### config.mk
export PLATFORM = sky130hd
export DESIGN_NAME = trace_ingress_sink_flat
export DESIGN_NICKNAME = d
export VERILOG_FILES = /design/src/rtl/trace_ingress_sink_if.sv /design/src/rtl/trace_ingress_sink.sv /design/src/flat_wrapper.sv
export SDC_FILE = /design/constraint.sdc
export NUM_CORES = 2
export LEC_CHECK = 0
export CAP_MARGIN = 5
export CORE_UTILIZATION = 60
export CTS_CLUSTER_DIAMETER = 80
export DETAILED_ROUTE_END_ITERATION = 8
export PLACE_DENSITY_LB_ADDON = 0.3
export SYNTH_ARGS = -nofsm -noshare
export SYNTH_HDL_FRONTEND = slang
export SYNTH_SLANG_ARGS = --single-unit
export TNS_END_PERCENT = 100
### constraint.sdc
create_clock -name clock -period 3.7 [get_ports clock]
set_input_delay 0.74 -clock clock [delete_from_list [all_inputs] [get_ports clock]]
set_output_delay 0.74 -clock clock [all_outputs]
set_load 0.03 [all_outputs]
### src/rtl/trace_ingress_sink_if.sv
// Two-lane retire bundle from the trace nexus plus the drained record stream.
// slave: the sink's view; master: the producer/consumer environment's view.
interface trace_ingress_sink_if;
  logic        in_0_valid;
  logic [39:0] in_0_iaddr;
  logic [31:0] in_0_insn;
  logic [2:0]  in_0_priv;
  logic        in_0_exception;
  logic        in_0_interrupt;
  logic [63:0] in_0_cause;
  logic [39:0] in_0_tval;

  logic        in_1_valid;
  logic [39:0] in_1_iaddr;
  logic [31:0] in_1_insn;
  logic [2:0]  in_1_priv;
  logic        in_1_exception;
  logic        in_1_interrupt;
  logic [63:0] in_1_cause;
  logic [39:0] in_1_tval;

  logic        out_valid;
  logic        out_ready;
  logic [39:0] out_iaddr;
  logic [31:0] out_insn;
  logic [2:0]  out_priv;
  logic        out_exception;
  logic        out_interrupt;
  logic [63:0] out_cause;
  logic [39:0] out_tval;
  logic        out_lane;
  logic        out_lost;

  modport slave (
    input  in_0_valid, in_0_iaddr, in_0_insn, in_0_priv,
           in_0_exception, in_0_interrupt, in_0_cause, in_0_tval,
    input  in_1_valid, in_1_iaddr, in_1_insn, in_1_priv,
           in_1_exception, in_1_interrupt, in_1_cause, in_1_tval,
    input  out_ready,
    output out_valid, out_iaddr, out_insn, out_priv, out_exception,
           out_interrupt, out_cause, out_tval, out_lane, out_lost
  );

  modport master (
    output in_0_valid, in_0_iaddr, in_0_insn, in_0_priv,
           in_0_exception, in_0_interrupt, in_0_cause, in_0_tval,
    output in_1_valid, in_1_iaddr, in_1_insn, in_1_priv,
           in_1_exception, in_1_interrupt, in_1_cause, in_1_tval,
    output out_ready,
    input  out_valid, out_iaddr, out_insn, out_priv, out_exception,
           out_interrupt, out_cause, out_tval, out_lane, out_lost
  );
endinterface

### src/rtl/trace_ingress_sink.sv
// Two-lane trace capture FIFO, 1-cycle write-to-output latency, drains one record per cycle on valid/ready.
// Overflowing cycles are dropped whole and flagged on the next record; TRACE_SINK_STATS_EN adds drop_count.
module trace_ingress_sink #(
  parameter int DEPTH = 8,
  parameter int CNT_W = 16
) (
  input  logic                 clock,
  input  logic                 reset,
  trace_ingress_sink_if.slave  bus
`ifdef TRACE_SINK_STATS_EN
  ,
  output logic [CNT_W-1:0]     drop_count
`endif
);

  localparam int            AW      = $clog2(DEPTH);
  localparam logic [AW:0]   DEPTH_C = (AW+1)'(DEPTH);

  typedef struct packed {
    logic [39:0] iaddr;
    logic [31:0] insn;
    logic [2:0]  priv;
    logic        exception;
    logic        interrupt;
    logic [63:0] cause;
    logic [39:0] tval;
  } rec_t;

  typedef struct packed {
    rec_t rec;
    logic lane;
    logic lost;
  } entry_t;

  entry_t          mem_q [DEPTH];
  logic [AW-1:0]   wptr_q, wptr_d;
  logic [AW-1:0]   rptr_q, rptr_d;
  logic [AW:0]     count_q, count_d;
  logic            lost_pend_q, lost_pend_d;

  rec_t            rec0, rec1;
  entry_t          ent0, ent1, head;
  logic [1:0]      n_in;
  logic [1:0]      enq_n;
  logic [AW:0]     space;
  logic            accept, drop, deq;
  logic            wr0_en, wr1_en;
  logic [AW-1:0]   wr1_ptr;

  assign rec0 = '{iaddr: bus.in_0_iaddr, insn: bus.in_0_insn, priv: bus.in_0_priv,
                  exception: bus.in_0_exception, interrupt: bus.in_0_interrupt,
                  cause: bus.in_0_cause, tval: bus.in_0_tval};
  assign rec1 = '{iaddr: bus.in_1_iaddr, insn: bus.in_1_insn, priv: bus.in_1_priv,
                  exception: bus.in_1_exception, interrupt: bus.in_1_interrupt,
                  cause: bus.in_1_cause, tval: bus.in_1_tval};

  // Space is judged on start-of-cycle occupancy; a same-cycle dequeue does not help.
  assign n_in   = {1'b0, bus.in_0_valid} + {1'b0, bus.in_1_valid};
  assign space  = DEPTH_C - count_q;
  assign accept = (n_in != 2'd0) && ((AW+1)'(n_in) <= space);
  assign drop   = (n_in != 2'd0) && !accept;
  assign enq_n  = accept ? n_in : 2'd0;
  assign deq    = (count_q != '0) && bus.out_ready;

  assign wr0_en  = accept && bus.in_0_valid;
  assign wr1_en  = accept && bus.in_1_valid;
  assign wr1_ptr = wptr_q + AW'(bus.in_0_valid);

  // Only the oldest record written while a loss is pending carries the flag.
  assign ent0 = '{rec: rec0, lane: 1'b0, lost: lost_pend_q};
  assign ent1 = '{rec: rec1, lane: 1'b1, lost: lost_pend_q && !bus.in_0_valid};

  always_comb begin
    wptr_d      = wptr_q + AW'(enq_n);
    rptr_d      = rptr_q + AW'(deq);
    count_d     = count_q + (AW+1)'(enq_n) - (AW+1)'(deq);
    lost_pend_d = lost_pend_q;
    if (drop) begin
      lost_pend_d = 1'b1;
    end else if (accept) begin
      lost_pend_d = 1'b0;
    end
  end

  always_ff @(posedge clock or negedge reset) begin
    if (!reset) begin
      wptr_q      <= '0;
      rptr_q      <= '0;
      count_q     <= '0;
      lost_pend_q <= 1'b0;
    end else begin
      wptr_q      <= wptr_d;
      rptr_q      <= rptr_d;
      count_q     <= count_d;
      lost_pend_q <= lost_pend_d;
    end
  end

  always_ff @(posedge clock or negedge reset) begin
    if (!reset) begin
      for (int i = 0; i < DEPTH; i++) begin
        mem_q[i] <= '0;
      end
    end else begin
      if (wr0_en) begin
        mem_q[wptr_q] <= ent0;
      end
      if (wr1_en) begin
        mem_q[wr1_ptr] <= ent1;
      end
    end
  end

`ifdef TRACE_SINK_STATS_EN
  logic [CNT_W-1:0] drop_cnt_q, drop_cnt_d;

  always_comb begin
    drop_cnt_d = drop_cnt_q;
    if (drop && (drop_cnt_q != '1)) begin
      drop_cnt_d = drop_cnt_q + 1'b1;
    end
  end

  always_ff @(posedge clock or negedge reset) begin
    if (!reset) begin
      drop_cnt_q <= '0;
    end else begin
      drop_cnt_q <= drop_cnt_d;
    end
  end

  assign drop_count = drop_cnt_q;
`endif

  // Outputs come straight from storage, so nothing on in_* reaches out_* combinationally.
  assign head              = mem_q[rptr_q];
  assign bus.out_valid     = (count_q != '0);
  assign bus.out_iaddr     = head.rec.iaddr;
  assign bus.out_insn      = head.rec.insn;
  assign bus.out_priv      = head.rec.priv;
  assign bus.out_exception = head.rec.exception;
  assign bus.out_interrupt = head.rec.interrupt;
  assign bus.out_cause     = head.rec.cause;
  assign bus.out_tval      = head.rec.tval;
  assign bus.out_lane      = head.lane;
  assign bus.out_lost      = head.lost;

endmodule
### src/flat_wrapper.sv
// flat-port wrapper written by rule: the top's interface ports become plain ports
module trace_ingress_sink_flat 
#(
  parameter int DEPTH = 8,
  parameter int CNT_W = 16
)
  (clock, reset, bus_in_0_valid, bus_in_0_iaddr, bus_in_0_insn, bus_in_0_priv, bus_in_0_exception, bus_in_0_interrupt, bus_in_0_cause, bus_in_0_tval, bus_in_1_valid, bus_in_1_iaddr, bus_in_1_insn, bus_in_1_priv, bus_in_1_exception, bus_in_1_interrupt, bus_in_1_cause, bus_in_1_tval, bus_out_ready, bus_out_valid, bus_out_iaddr, bus_out_insn, bus_out_priv, bus_out_exception, bus_out_interrupt, bus_out_cause, bus_out_tval, bus_out_lane, bus_out_lost);
  trace_ingress_sink_if bus_i ();
  input  logic clock;
  input  logic reset;
  input wire logic [$bits(bus_i.in_0_valid)-1:0] bus_in_0_valid;
  input wire logic [$bits(bus_i.in_0_iaddr)-1:0] bus_in_0_iaddr;
  input wire logic [$bits(bus_i.in_0_insn)-1:0] bus_in_0_insn;
  input wire logic [$bits(bus_i.in_0_priv)-1:0] bus_in_0_priv;
  input wire logic [$bits(bus_i.in_0_exception)-1:0] bus_in_0_exception;
  input wire logic [$bits(bus_i.in_0_interrupt)-1:0] bus_in_0_interrupt;
  input wire logic [$bits(bus_i.in_0_cause)-1:0] bus_in_0_cause;
  input wire logic [$bits(bus_i.in_0_tval)-1:0] bus_in_0_tval;
  input wire logic [$bits(bus_i.in_1_valid)-1:0] bus_in_1_valid;
  input wire logic [$bits(bus_i.in_1_iaddr)-1:0] bus_in_1_iaddr;
  input wire logic [$bits(bus_i.in_1_insn)-1:0] bus_in_1_insn;
  input wire logic [$bits(bus_i.in_1_priv)-1:0] bus_in_1_priv;
  input wire logic [$bits(bus_i.in_1_exception)-1:0] bus_in_1_exception;
  input wire logic [$bits(bus_i.in_1_interrupt)-1:0] bus_in_1_interrupt;
  input wire logic [$bits(bus_i.in_1_cause)-1:0] bus_in_1_cause;
  input wire logic [$bits(bus_i.in_1_tval)-1:0] bus_in_1_tval;
  input wire logic [$bits(bus_i.out_ready)-1:0] bus_out_ready;
  output wire logic [$bits(bus_i.out_valid)-1:0] bus_out_valid;
  output wire logic [$bits(bus_i.out_iaddr)-1:0] bus_out_iaddr;
  output wire logic [$bits(bus_i.out_insn)-1:0] bus_out_insn;
  output wire logic [$bits(bus_i.out_priv)-1:0] bus_out_priv;
  output wire logic [$bits(bus_i.out_exception)-1:0] bus_out_exception;
  output wire logic [$bits(bus_i.out_interrupt)-1:0] bus_out_interrupt;
  output wire logic [$bits(bus_i.out_cause)-1:0] bus_out_cause;
  output wire logic [$bits(bus_i.out_tval)-1:0] bus_out_tval;
  output wire logic [$bits(bus_i.out_lane)-1:0] bus_out_lane;
  output wire logic [$bits(bus_i.out_lost)-1:0] bus_out_lost;
  assign bus_i.in_0_valid = bus_in_0_valid;
  assign bus_i.in_0_iaddr = bus_in_0_iaddr;
  assign bus_i.in_0_insn = bus_in_0_insn;
  assign bus_i.in_0_priv = bus_in_0_priv;
  assign bus_i.in_0_exception = bus_in_0_exception;
  assign bus_i.in_0_interrupt = bus_in_0_interrupt;
  assign bus_i.in_0_cause = bus_in_0_cause;
  assign bus_i.in_0_tval = bus_in_0_tval;
  assign bus_i.in_1_valid = bus_in_1_valid;
  assign bus_i.in_1_iaddr = bus_in_1_iaddr;
  assign bus_i.in_1_insn = bus_in_1_insn;
  assign bus_i.in_1_priv = bus_in_1_priv;
  assign bus_i.in_1_exception = bus_in_1_exception;
  assign bus_i.in_1_interrupt = bus_in_1_interrupt;
  assign bus_i.in_1_cause = bus_in_1_cause;
  assign bus_i.in_1_tval = bus_in_1_tval;
  assign bus_i.out_ready = bus_out_ready;
  assign bus_out_valid = bus_i.out_valid;
  assign bus_out_iaddr = bus_i.out_iaddr;
  assign bus_out_insn = bus_i.out_insn;
  assign bus_out_priv = bus_i.out_priv;
  assign bus_out_exception = bus_i.out_exception;
  assign bus_out_interrupt = bus_i.out_interrupt;
  assign bus_out_cause = bus_i.out_cause;
  assign bus_out_tval = bus_i.out_tval;
  assign bus_out_lane = bus_i.out_lane;
  assign bus_out_lost = bus_i.out_lost;
  trace_ingress_sink #(.DEPTH(DEPTH), .CNT_W(CNT_W)) u_core (.clock(clock), .reset(reset), .bus(bus_i));
endmodule
==> flow_metrics.tcl <==
set metrics [dict create \
    status "complete, no violations" \
    drt_pre_antenna_iters 7 \
    maxCapViolCount 0 \
    place.port_buffers 550 \
    timing.slew.headroom 0.249 \
    num_vias 63900 \
    regArea_um2 36900 \
    die_y_um 367 \
    worstSetupStartpointType "register" \
    worst-path-max-fanout 10 \
    finalSetupTns_ns 0 \
    postRouteWirelength_um 247000 \
    globalRouteOverflowTotal 0 \
    htreeDepth 4 \
    hold-path-endpoint "u_core.mem_q[1282]$_DFF_PN0_" \
    startpoint_to_endpoint_class_of_the_critical_path "reg -> out" \
    ioPinCount 551 \
    rrSetupSlack_ns 0.58 \
    initial_cell_density_of_the_core 0.607 \
    fp.dieArea_um2 135000 \
    ys_warn_count 0 \
    grt_antenna_before_repair 65 \
    netlist_top_cells_area "sky130_fd_sc_hd__dfrtp_1, sky130_fd_sc_hd__mux2i_1, sky130_fd_sc_hd__mux4_2" \
    post-place-ws_ns -0.0882 \
    postSynthRegisterBits 1475 \
    ys_dominant_reg_cell "sky130_fd_sc_hd__dfrtp_1" \
    leakage_uw 0.0380 \
    fin_util 0.716 \
    mappedNetlistArea_um2 79900 \
    wire_length_of_the_first_global_routing_pass_um 382000 \
    synthArstFlopShare 1.00 \
    hold_class "reg -> reg" \
    whs_ns 0.492 \
    cell_accounting_for_the_most_synthesized_area "sky130_fd_sc_hd__dfrtp_1" \
    total_cts_buffers 158 \
    cp.arrival_ns 2.93 \
    num-nets-final 8368 \
    clk_transition_reported_paths_ns 0.06 \
    rsz_0062_raised_after_global_routing "yes" \
    synth.top_cell.area_share 0.462 \
    final_min_period_over_clock_period 0.992 \
    drt-vias-per-instance 6.46 \
    post_synth_edffs 0 \
    layout_cells_sized_above_1 0.169 \
    final-setup-viol-count 0 \
    detail_route.iter0.violations 7940 \
    finalClockSkew_ns 0.0383 \
    finalWorstSetupSlack_ns 0.0293 \
    placeable_core_region_um2 132000 \
    clkLatencyLatePin_ns 0.80 \
    min-delay-start "u_core.mem_q[1282]$_DFF_PN0_" \
    antenna_left 0 \
    yosysSeqAreaShare 0.462 \
    regToRegEndpoint "u_core.mem_q[901]$_DFF_PN0_" \
    end_kind "primary output" \
    post_drt_wl_per_cell_um 24.9 \
    place_hpwl_um 153000 \
    synthCells 7870 \
    drc_errors 0 \
    grt_start_max_net_pins 117 \
    synth_area_per_cell_um2 10.2 \
    vias_in_the_first_global_route 65000 \
    worst_slew_pin_slew_ns 1.12 \
    required_ns 2.96 \
    cts-root-buf "sky130_fd_sc_hd__clkbuf_16" \
    timing.final.hold_violations 0 \
    unique_masters_post_synth 48 \
    synthMostInstantiatedCell "sky130_fd_sc_hd__dfrtp_1" \
    cts.sinks 1475 \
    floorplan_die_width_um 367 \
    power.density_nw_per_um2 1000 \
    syn_to_final_growth_pct 18.1 \
    placement_rows 133 \
    synth_nets 8256 \
    timing.final.max_slew_violations 0 \
    crit-reg2reg-launch "u_core.wptr_q[0]$_DFF_PN0_" \
    fillerInstances 8949 \
    multi_input_area_um2 38300 \
    hold-path-cell-count 2 \
    r2r.worst_path.cells 8 \
    power.ir.vdd_worst_uv 884 \
    final_period_minus_worst_setup_slack_ns 3.67 \
    fmax_ghz 0.272 \
    synth_top_cells_by_count "sky130_fd_sc_hd__dfrtp_1, sky130_fd_sc_hd__nor2_1, sky130_fd_sc_hd__a21oi_1" \
    global_route.usage.total 0.363 \
    max-clock-path-buffers 3 \
    cts_tree "done" \
    routabilityCongestion 0.871 \
]
-- cell usage in the layout (no fill, tap or decap), drive strengths merged, types with 6 or more instances in the layout --
cell type and count:
a31oi 362, dfrtp 1475, inv 25, a21oi 1091
bufinv 10, nor2 1456, dlygate4sd2 30, clkinv 33
mux2i 1086, clkbuf 241, clkdlybuf4s15 20, clkdlybuf4s50 366
o211ai 9, nand2 740, mux4 366, ha 17
xor2 6, nand3 7, buf 512, diode 36
mux2 183, o21ai 16
-- metal layers --
metal / part of all wire / track usage
met2: 0.48 / 0.576
met1: 0.38 / 0.476
met4: 0.039 / 0.166
met5: 0.0017 / 0
met3: 0.10 / 0.0862
-- timing repair --
item	in CTS	in global routing
pin swaps	0	0
endpoints found under the hold margin	14	0
setup endpoints to repair	153	79
hold buffers	1	0
gates resized for setup	371	92
buffers inserted	31	3
cloned	12	5
-- where the power goes --
part           switching, uW  internal [uW]  leakage, uW
logic                  26100          22900       0.0184
clock network           6820           9520      0.00264
registers               4760          24700       0.0170
-- state kept, by name (all words and copies together), names as in the netlist --
signal and flops:
u_core.count_q 4, u_core.lost_pend_q 1, u_core.mem_q 1464, u_core.rptr_q 3
u_core.wptr_q 3
-- stage by stage --
stage / instance area (um^2) / std cells / power, uW
finish: 94400 / 9895 / 94900
global route: 94400 / 9888 / 99300
CTS: 94300 / 9852 / 94200
detailed placement: 88200 / 9526 / 77200
global placement: 88200 / 9526 / 75400
floorplan: 79900 / 7870 / 60600
-- cells by family after synthesis --
kind of cell,Yosys count,share of synthesized area
and+or+nand+nor,2228,0.106
muxes,1635,0.265
AOI/OAI and AO/OA,1495,0.101
DFF,1475,0.462
buffers and inverters,1009,0.0622
adders and majority gates,19,0.00316
xor gates and xnor gates,9,0.000986
-- critical path, cell delays in order (launching register included) --
cell and delay [ns]:
sky130_fd_sc_hd__dfrtp_4 0.43, sky130_fd_sc_hd__buf_12 0.16, sky130_fd_sc_hd__buf_12 0.17, sky130_fd_sc_hd__buf_16 0.18, sky130_fd_sc_hd__mux4_2 0.53, sky130_fd_sc_hd__mux2_2 0.34, sky130_fd_sc_hd__clkdlybuf4s15_2 0.31
-- how the worst max path moves through the flow --
| stage | end | startpoint | cells past startpoint |
|---|---|---|---|
| 6_report | bus_out_lane | u_core.rptr_q[0]$_DFF_PN0_ | 6 |
| 5_1_grt | bus_out_cause[44] | u_core.rptr_q[0]$_DFF_PN0_ | 8 |
| 4_1_cts | bus_out_insn[11] | u_core.rptr_q[0]$_DFF_PN0_ | 7 |
| 3_5_place_dp | u_core.mem_q[732]$_DFF_PN0_ | bus_in_0_valid | 8 |
| 3_3_place_gp | u_core.count_q[3]$_DFF_PN0_ | bus_in_1_valid | 16 |
| 2_1_floorplan | u_core.count_q[3]$_DFF_PN0_ | bus_in_0_valid | 17 |
-- layout make-up --
class | count | area share
multi-input cells | 5386 | 0.406
flip-flops and latches | 1475 | 0.391
repair buffers | 943 | 0.122
clock buffers | 231 | 0.0498
well taps | 1755 | 0.0233
clock inverters | 51 | 0.00656
diodes | 36 | 0.000954
inverters | 18 | 0.000716
(Power assumes the default switching activity.)
